<file path="src/rtl/pixel_writer.sv">
// rtl/pixel_writer.sv - Trigger-driven RGB pixel FIFO feeding a frame-buffer write port
// Optional feature macro: PIXWR_DROP_COUNT_EN (enables the saturating Drop_count counter)

module pixel_writer #(
    parameter int FRAME_PIXELS = 384000,
    parameter int FIFO_DEPTH   = 8
) (
    input  logic        theClock,
    input  logic        theReset_n,
    input  logic [7:0]  Red,
    input  logic [7:0]  Green,
    input  logic [7:0]  Blue,
    input  logic        Trigger,
    input  logic [7:0]  ImgNum,
    input  logic [7:0]  Config,
    output logic        wr_req,
    output logic [20:0] wr_addr,
    output logic [23:0] wr_data,
    input  logic        wr_wait,
    output logic [7:0]  Status,
    output logic [7:0]  Drop_count
);

    localparam int          AW       = (FIFO_DEPTH > 1) ? $clog2(FIFO_DEPTH) : 1;
    localparam logic [AW:0] DEPTH_C  = (AW + 1)'(FIFO_DEPTH);
    localparam logic [20:0] LAST_IDX = 21'(FRAME_PIXELS - 1);

    typedef enum logic {S_Idle, S_Write} state_t;

    state_t        state;
    logic          trig_q;
    logic          cfg1_q;
    logic [23:0]   mem [FIFO_DEPTH];
    logic [AW-1:0] wr_ptr;
    logic [AW-1:0] rd_ptr;
    logic [AW:0]   count;
    logic [AW:0]   count_next;
    logic          fifo_full;
    logic          overflow;
    logic          frame_done;
    logic [20:0]   pixel_index;
    logic [20:0]   base_q;

    logic          restart;
    logic          accept;
    logic          pop;
    logic          push;
    logic          drop;
    logic [23:0]   pix_in;
    logic [23:0]   next_head;
    logic [20:0]   idx_inc;
    logic [20:0]   idx_load;
    logic [20:0]   img_base;
    logic [20:0]   load_base;
    logic          unused_cfg;

    assign pix_in  = {Red, Green, Blue};
    assign restart = Config[1] & ~cfg1_q;
    // A pixel arriving together with a restart edge is discarded with the flushed FIFO
    assign accept  = Trigger & ~trig_q & Config[0] & ~restart;
    assign pop     = (state == S_Write) & ~wr_wait & ~restart;
    // A full FIFO still takes a pixel when the head leaves in the same cycle
    assign push    = accept & ((count != DEPTH_C) | pop);
    assign drop    = accept & ~push;

    assign count_next = count + {{AW{1'b0}}, push} - {{AW{1'b0}}, pop};

    // After a pop the new head is the next slot, unless the FIFO held one entry
    // and the incoming pixel is written this cycle (bypass the not-yet-written slot)
    assign next_head = ((count == (AW + 1)'(1)) && push) ? pix_in : mem[rd_ptr + AW'(1)];

    assign idx_inc   = (pixel_index == LAST_IDX) ? 21'd0 : pixel_index + 21'd1;
    assign idx_load  = (state == S_Write) ? idx_inc : pixel_index;
    assign img_base  = 21'(ImgNum[1:0]) * 21'(FRAME_PIXELS);
    // The frame base is latched only when the first pixel of a frame is issued
    assign load_base = (idx_load == 21'd0) ? img_base : base_q;

    assign Status     = {5'b0, frame_done, overflow, fifo_full};
    assign unused_cfg = &{1'b0, ImgNum[7:2], Config[7:2]};

    // Edge detectors and sticky status flags
    always_ff @(posedge theClock or negedge theReset_n) begin
        if (!theReset_n) begin
            trig_q     <= 1'b0;
            cfg1_q     <= 1'b0;
            overflow   <= 1'b0;
            frame_done <= 1'b0;
            fifo_full  <= 1'b0;
        end else begin
            trig_q <= Trigger;
            cfg1_q <= Config[1];
            if (restart) begin
                overflow   <= 1'b0;
                frame_done <= 1'b0;
                fifo_full  <= 1'b0;
            end else begin
                if (drop) begin
                    overflow <= 1'b1;
                end
                if (pop && (pixel_index == LAST_IDX)) begin
                    frame_done <= 1'b1;
                end
                fifo_full <= (count_next == DEPTH_C);
            end
        end
    end

    // FIFO pointers and occupancy
    always_ff @(posedge theClock or negedge theReset_n) begin
        if (!theReset_n) begin
            wr_ptr <= '0;
            rd_ptr <= '0;
            count  <= '0;
        end else if (restart) begin
            wr_ptr <= '0;
            rd_ptr <= '0;
            count  <= '0;
        end else begin
            if (push) begin
                wr_ptr <= wr_ptr + AW'(1);
            end
            if (pop) begin
                rd_ptr <= rd_ptr + AW'(1);
            end
            count <= count_next;
        end
    end

    // FIFO storage; contents need no reset since the pointers define validity
    always_ff @(posedge theClock) begin
        if (push) begin
            mem[wr_ptr] <= pix_in;
        end
    end

    // Write-port FSM: present the FIFO head and advance the frame pixel index
    always_ff @(posedge theClock or negedge theReset_n) begin
        if (!theReset_n) begin
            state       <= S_Idle;
            wr_req      <= 1'b0;
            wr_addr     <= '0;
            wr_data     <= '0;
            pixel_index <= '0;
            base_q      <= '0;
        end else if (restart) begin
            state       <= S_Idle;
            wr_req      <= 1'b0;
            pixel_index <= '0;
        end else begin
            case (state)
                S_Idle: begin
                    if (count != '0) begin
                        state   <= S_Write;
                        wr_req  <= 1'b1;
                        wr_data <= mem[rd_ptr];
                        wr_addr <= load_base + pixel_index;
                        base_q  <= load_base;
                    end
                end
                S_Write: begin
                    if (pop) begin
                        pixel_index <= idx_inc;
                        if (count_next == '0) begin
                            state  <= S_Idle;
                            wr_req <= 1'b0;
                        end else begin
                            wr_data <= next_head;
                            wr_addr <= load_base + idx_inc;
                            base_q  <= load_base;
                        end
                    end
                end
                default: begin
                    state  <= S_Idle;
                    wr_req <= 1'b0;
                end
            endcase
        end
    end

`ifdef PIXWR_DROP_COUNT_EN
    logic [7:0] drop_cnt;

    // Saturating count of pixels lost to a full FIFO
    always_ff @(posedge theClock or negedge theReset_n) begin
        if (!theReset_n) begin
            drop_cnt <= 8'h00;
        end else if (restart) begin
            drop_cnt <= 8'h00;
        end else if (drop && (drop_cnt != 8'hFF)) begin
            drop_cnt <= drop_cnt + 8'h01;
        end
    end

    assign Drop_count = drop_cnt;
`else
    assign Drop_count = 8'h00;
`endif

endmodule
</file>
<file path="config.mk">
export PLATFORM = sky130hd
export DESIGN_NAME = pixel_writer
export DESIGN_NICKNAME = d
export VERILOG_FILES = /design/src/rtl/pixel_writer.sv
export SDC_FILE = /design/constraint.sdc
export NUM_CORES = 1
export LEC_CHECK = 0
export CAP_MARGIN = 20
export CORE_UTILIZATION = 45
export CTS_BUF_LIST = sky130_fd_sc_hd__clkbuf_16
export DETAILED_ROUTE_END_ITERATION = 6
export PLACE_DENSITY = 0.76
export RECOVER_POWER = 25
export SYNTH_ARGS = -nofsm -noshare
export SYNTH_HDL_FRONTEND = slang
export SYNTH_SLANG_ARGS = --single-unit
</file>
<file path="constraint.sdc">
create_clock -name theClock -period 4.55 [get_ports theClock]
set_input_delay 0.455 -clock theClock [delete_from_list [all_inputs] [get_ports theClock]]
set_output_delay 0.455 -clock theClock [all_outputs]
set_load 0.03 [all_outputs]
</file>
; Yosys cells after proc, flatten, opt, wreduce, memory -nomap -nowiden
; Memory sizes are Yosys's and may differ from the RTL's.
; Index checks and enable logic that the tools add are counted.
[word_totals]
in_bits = 44
wordCells = 102
output_inout_bits = 62
mem_bits_rw = 192
regBits = 104
n_memories = 1
[memory_table]
columns = name, words, width, rd, rd_clocked_by_memory_dff, write_ports, line
row1 = mem, 8, 24, 2, 0, 1, 33  ; logic [23:0] mem [FIFO_DEPTH];
[classes]
n_mux = 41
addsub = 7
eq_ne = 10
multipliers = 1
n_reduce_logical = 13
n_bitwise = 15
[ops]
columns = op, n
row1 = 21-bit two-way mux, 12
row2 = 24-bit two-way mux, 4
row3 = 21-bit one-hot mux with 2 select lines, 2
row4 = 24-bit one-hot mux with 2 select lines, 1
row5 = 21-bit adder, 2
row6 = "21-bit by 1-bit adder with 21-bit output, second input constant", 1
row7 = "21-bit by 19-bit == test with 1-bit output, second input constant", 1
row8 = 21-bit zero test, 1
row9 = 1-bit two-way mux, 15
row10 = 3-bit two-way mux, 4
row11 = "2-bit by 9-bit multiplier with 11-bit output, second input constant", 1
row12 = 2-bit nonzero test, 5
row13 = 1-bit bitwise AND, 8
row14 = "3-bit by 1-bit adder with 3-bit output, second input constant", 2
row15 = "3-bit by 1-bit inequality test with 1-bit output, second input constant", 2
row16 = 1-bit inverter, 6
row17 = 4-bit by 1-bit adder with 4-bit output, 1
row18 = "4-bit by 1-bit == test with 1-bit output, second input constant", 1
row19 = "4-bit == test, second input constant", 1
row20 = 4-bit zero test, 1
row21 = 4-bit two-way mux, 1
row22 = "2-bit inequality test, second input constant", 2
row23 = "4-bit inequality test, second input constant", 1
row24 = 1-bit one-hot mux with 2 select lines, 2
row25 = 9 further kinds, 10

; Longest topological paths before layout
[depth]
ltp_word = 13
depth_mapped = 22

; Worst setup path after synthesis
; No wires, ideal clock.
[synth_timing]
path_type = register to register
start = register pixel_index[1]
end = register wr_addr[16]
arrival_ns = 4.572
stages_incl_launch_ff = 19
synth_period_minus_slack_ns = 4.705
required_time_ns = 4.417
slack_ns = -0.155
path_cell_list = dfrtp_1 ha_1 nand3_1 nor3_1 mux2i_1 o21ai_0 a2111oi_2 nand3_2 clkbuf_1 and2_1 ha_1 and4_1 and3_1 a2bb2oi_1 a21oi_1 or3_1 a21oi_1 xor2_1 o21ai_0
[synth_via]
elab_chain_len = 9
elab_cells_between_ends = 12
[synth_lines]
columns = element, line
row1 = "start, declared", 41  ; logic [20:0] pixel_index;
row2 = "start signal, assigned", 162  ; pixel_index <= idx_inc;
row3 = 21-bit by 1-bit adder with 21-bit output or 21-bit by 19-bit == test with 1-bit output (tied branches), 72  ; assign idx_inc = (pixel_index == LAST_IDX) ? 21'd0 : pixel_index + 21'd1;
row4 = 21-bit two-way mux, 72
row5 = 21-bit two-way mux (*), 73  ; assign idx_load = (state == S_Write) ? idx_inc : pixel_index;
row6 = 21-bit zero test (*), 76  ; assign load_base = (idx_load == 21'd0) ? img_base : base_q;
row7 = 21-bit two-way mux (*), 76
row8 = named net load_base[9], 54  ; logic [20:0] load_base;
row9 = 21-bit adder, 168  ; wr_addr <= load_base + idx_inc;
row10 = 21-bit two-way mux, 163  ; if (count_next == '0) begin
row11 = 21-bit two-way mux, 161  ; if (pop) begin
row12 = 21-bit one-hot mux with 2 select lines (*), 150  ; case (state)
row13 = "end signal, assigned", 156  ; wr_addr <= load_base + pixel_index;
row14 = "end signal, assigned", 168
row15 = "end, declared", 17  ; output logic [20:0] wr_addr,
; The timed path passes the listed nets; every way through them passes the cells marked *. The select of a mux whose other input is x is not followed.
; A chain may end at the register's enable or synchronous reset.

; Worst setup path in the final report
[layout_timing]
start = register pixel_index[13]
end = register wr_addr[16]
; Same word-level chain as after synthesis.

==> reports/qor.yml <==
clocking:
  cts.path.max_buffers: 3
  cts_tree: "done"
  h-tree-depth: 1
  clkLatencyLatePin_ps: 580
  clk_root_buffer_cell: "clkbuf_16"
  clk_pin_slew_ps: 60
  cts_sinks: 296
  cts_made_buffers: 31
global_routing:
  grt-ovfl-total: 0
  antenna_found_initial: 1
  grt_max_degree: 73
  grt_pass1_vias: 10670
  grtUsageTotal_pct: 21.1
  grt_pass1_wl_um: 58300
layout:
  area.growth.synth_to_final_pct: 20.4
  final_util_pct: 55.1
  layout-drive-gt1-share_pct: 23.7
  nFillCells: 2674
  fin_nets: 1414
drt:
  drt_wl_total_um: 36500
  drtAntennaViolNets: 0
  wl_per_cell_um: 20.2
  via_count: 10372
  viasPerCell: 5.73
  drtPass1Iterations: 5
  drtIter0Drc: 616
  drc_errors: 0
synth:
  synth-seq-cells: 296
  synth-edff-count: 192
  synth_area_per_cell_um2: 12.8
  syn-instance-count: 1198
  ys_async_sr_fraction_pct: 35.1
  synth_seq_area_share_pct: 54.4
  netlist_area_um2: 15400
  synth_flop_cell: "edfxtp_1"
  synth_warnings: 0
  ys_types: 67
critical_path:
  slowest_stage: "or4b_4"
  cpMostUsedCell: "a21oi_2"
  slowest_delay_ps: 550
  r2r_cells: 19
  crit_required_ps: 4980
  critPathKind: "flip-flop to flip-flop"
  critPathMaxFanout: 7
  endpoint_kind: "flip-flop"
  start_kind: "flip-flop"
  critical_path.cell_chain: "or4b_4 -> nor4_4 -> buf_4 -> a21oi_2 -> a221o_1 -> nor4_4 -> nand3_4 -> and2_4 -> ha_4 -> inv_2 -> fa_2 -> nor2b_1 -> o31a_1 -> a2bb2oi_2 -> a21oi_2 -> or3_1 -> a21oi_2 -> xor2_1 -> o21ai_1"
  worstPathArrival_ps: 4930
floorplanning:
  dieHeight_um: 187
  start_util_pct: 45.8
  die_x_um: 187
  boundaryPins: 106
  core_region_area_um2: 33600
  rows: 67
  dieArea_um2: 34900
timing:
  worstMarginPinSlew_ps: 947
  min_period_ps: 4500
  drv_slew: 0
  finalHoldViolCount: 0
  clock.fmax_ghz: 0.222
  skew_ps: 12.3
  grt_setup_unrepaired: "true"
  setup_violations: 0
  relSlewSlack_pct: 36.9
  fin_crit_sh_pct: 98.8
  fin_ws_ps: 54.3
flow_run:
  maxCapViolCount: 0
pwr:
  power_density_nw_per_um2: 560
  fin_total_pwr_uw: 10400
  leakage_uw: 0.00688
  peakVddDrop_mv: 0.389
placement:
  dp_hpwl_um: 22900
  place_ws_ps: -61.2
  routabilityCongestion: 0.920
  port_buffers: 80
min_path:
  hold_path_class: "primary input to asynchronous set/reset pin"
outcome:
  status: "finished clean"
kinds of logic after synthesis:
kind of cell,after synthesis,synth area share (%)
multiplexers,156,18.0
other,1,0.0244
buffers and inverters,111,3.30
XOR/XNOR,40,2.28
adder cells (fa/ha/maj),34,2.86
AND/OR/NAND/NOR,337,10.6
AO/OA/AOI/OAI,223,8.53
flip-flops,296,54.4
area by class of cell:
type | instances | area [µm²] | area share [%]
clock inverters | 27 | 245 | 1.32
repair buffers | 185 | 1650 | 8.88
well taps | 448 | 561 | 3.03
multi-input cells | 803 | 6840 | 37.0
diodes | 1 | 2.50 | 0.0135
flip-flops and latches | 296 | 8380 | 45.2
inverters | 19 | 71.3 | 0.385
clock buffers | 31 | 776 | 4.19
synthesized netlist by cell type (18+ instances only):
cell type / count / share of area [%]
xor2_1: 24 / 1.4
o21ai_0: 98 / 3.2
nand2_1: 139 / 3.4
ha_1: 32 / 2.6
nor2_1: 67 / 1.6
inv_1: 18 / 0.44
nand3_1: 19 / 0.62
clkbuf_1: 45 / 1.1
edfxtp_1: 192 / 37
dfrtp_1: 104 / 17
buf_1: 18 / 0.44
mux4_2: 96 / 14
mux2i_1: 50 / 3.3
a21oi_1: 61 / 2.0
and2_1: 30 / 1.2
cell usage in the layout (no fill, tap or decap), drive strengths merged, types with 17 or more instances in the layout:
master,netlist,final
edfxtp,192,192
nand2,139,139
buf,47,105
dfrtp,104,104
o21ai,99,99
mux4,96,96
nor2,67,67
a21oi,62,62
clkdlybuf4s50,0,56
mux2i,50,50
ha,32,32
clkbuf,45,31
and2,30,30
dlygate4sd3,0,24
xor2,24,24
inv,18,23
nand3,20,20
clkinv,1,17
registers in the layout, indices dropped and copies added (netlist names):
register	count
base_q	21
cfg1_q	1
count	4
fifo_full	1
frame_done	1
mem	192
overflow	1
pixel_index	21
rd_ptr	3
state	1
trig_q	1
wr_addr	21
wr_data	24
wr_ptr	3
wr_req	1
final timing paths:
check	end	start	slack, ps
hold / removal	pixel_index[18]	theReset_n	390
max in group asynchronous	wr_data[1]	theReset_n	3360
setup reg to reg	wr_addr[16]	pixel_index[13]	50
min in group theClock	trig_q	Trigger	470
setup / recovery	wr_addr[16]	pixel_index[13]	50
hold reg to reg	base_q[5]	base_q[5]	480
worst max-delay path, delay by kind of cell, from the launching register on:
| family | cells | cell delay, ps |
|---|---|---|
| AO/OA/AOI/OAI | 7 | 1220 |
| XOR/XNOR | 1 | 160 |
| adder cells (fa/ha/maj) | 2 | 370 |
| buffers and inverters | 2 | 230 |
| flip-flops | 1 | 420 |
| AND/OR/NAND/NOR | 7 | 1950 |
metrics by stage:
step / hold WS [ps] / area [µm²] / instances / TNS, ps
2_1_floorplan: 159 / 15500 / 1210 / -29.1
6_report: 388 / 18500 / 1810 / 0
4_1_cts: 78.6 / 18200 / 1801 / 0
3_3_place_gp: 457 / 17200 / 1743 / -8.95
3_5_place_dp: 462 / 17200 / 1743 / -71.6
5_1_grt: 430 / 18500 / 1809 / -562
routing by layer:
| layer | vias to the layer above | GRT usage [%] | part of all wire, % |
|---|---|---|---|
| li1 | 4780 | - | - |
| met1 | 5222 | 27.4 | 41 |
| met2 | 307 | 37.0 | 51 |
| met3 | 63 | 2.81 | 5.7 |
| met4 | 0 | 6.12 | 2.6 |
| met5 | - | 0 | 0 |
power breakdown:
group / internal (µW) / leakage (µW) / switching, µW
clock network: 1470 / 0.000523 / 1060
registers: 3150 / 0.00309 / 232
logic: 2100 / 0.00327 / 2360
total: 6720 / 0.00688 / 3660
repair_timing:
action	CTS	global route
setup endpoints to repair	3	10
hold buffers	0	1
pin swaps	0	24
setup buffers	0	4
gates cloned	0	1
hold endpoints to repair	0	33
resized for setup	4	45
(Power assumes the default switching activity.)
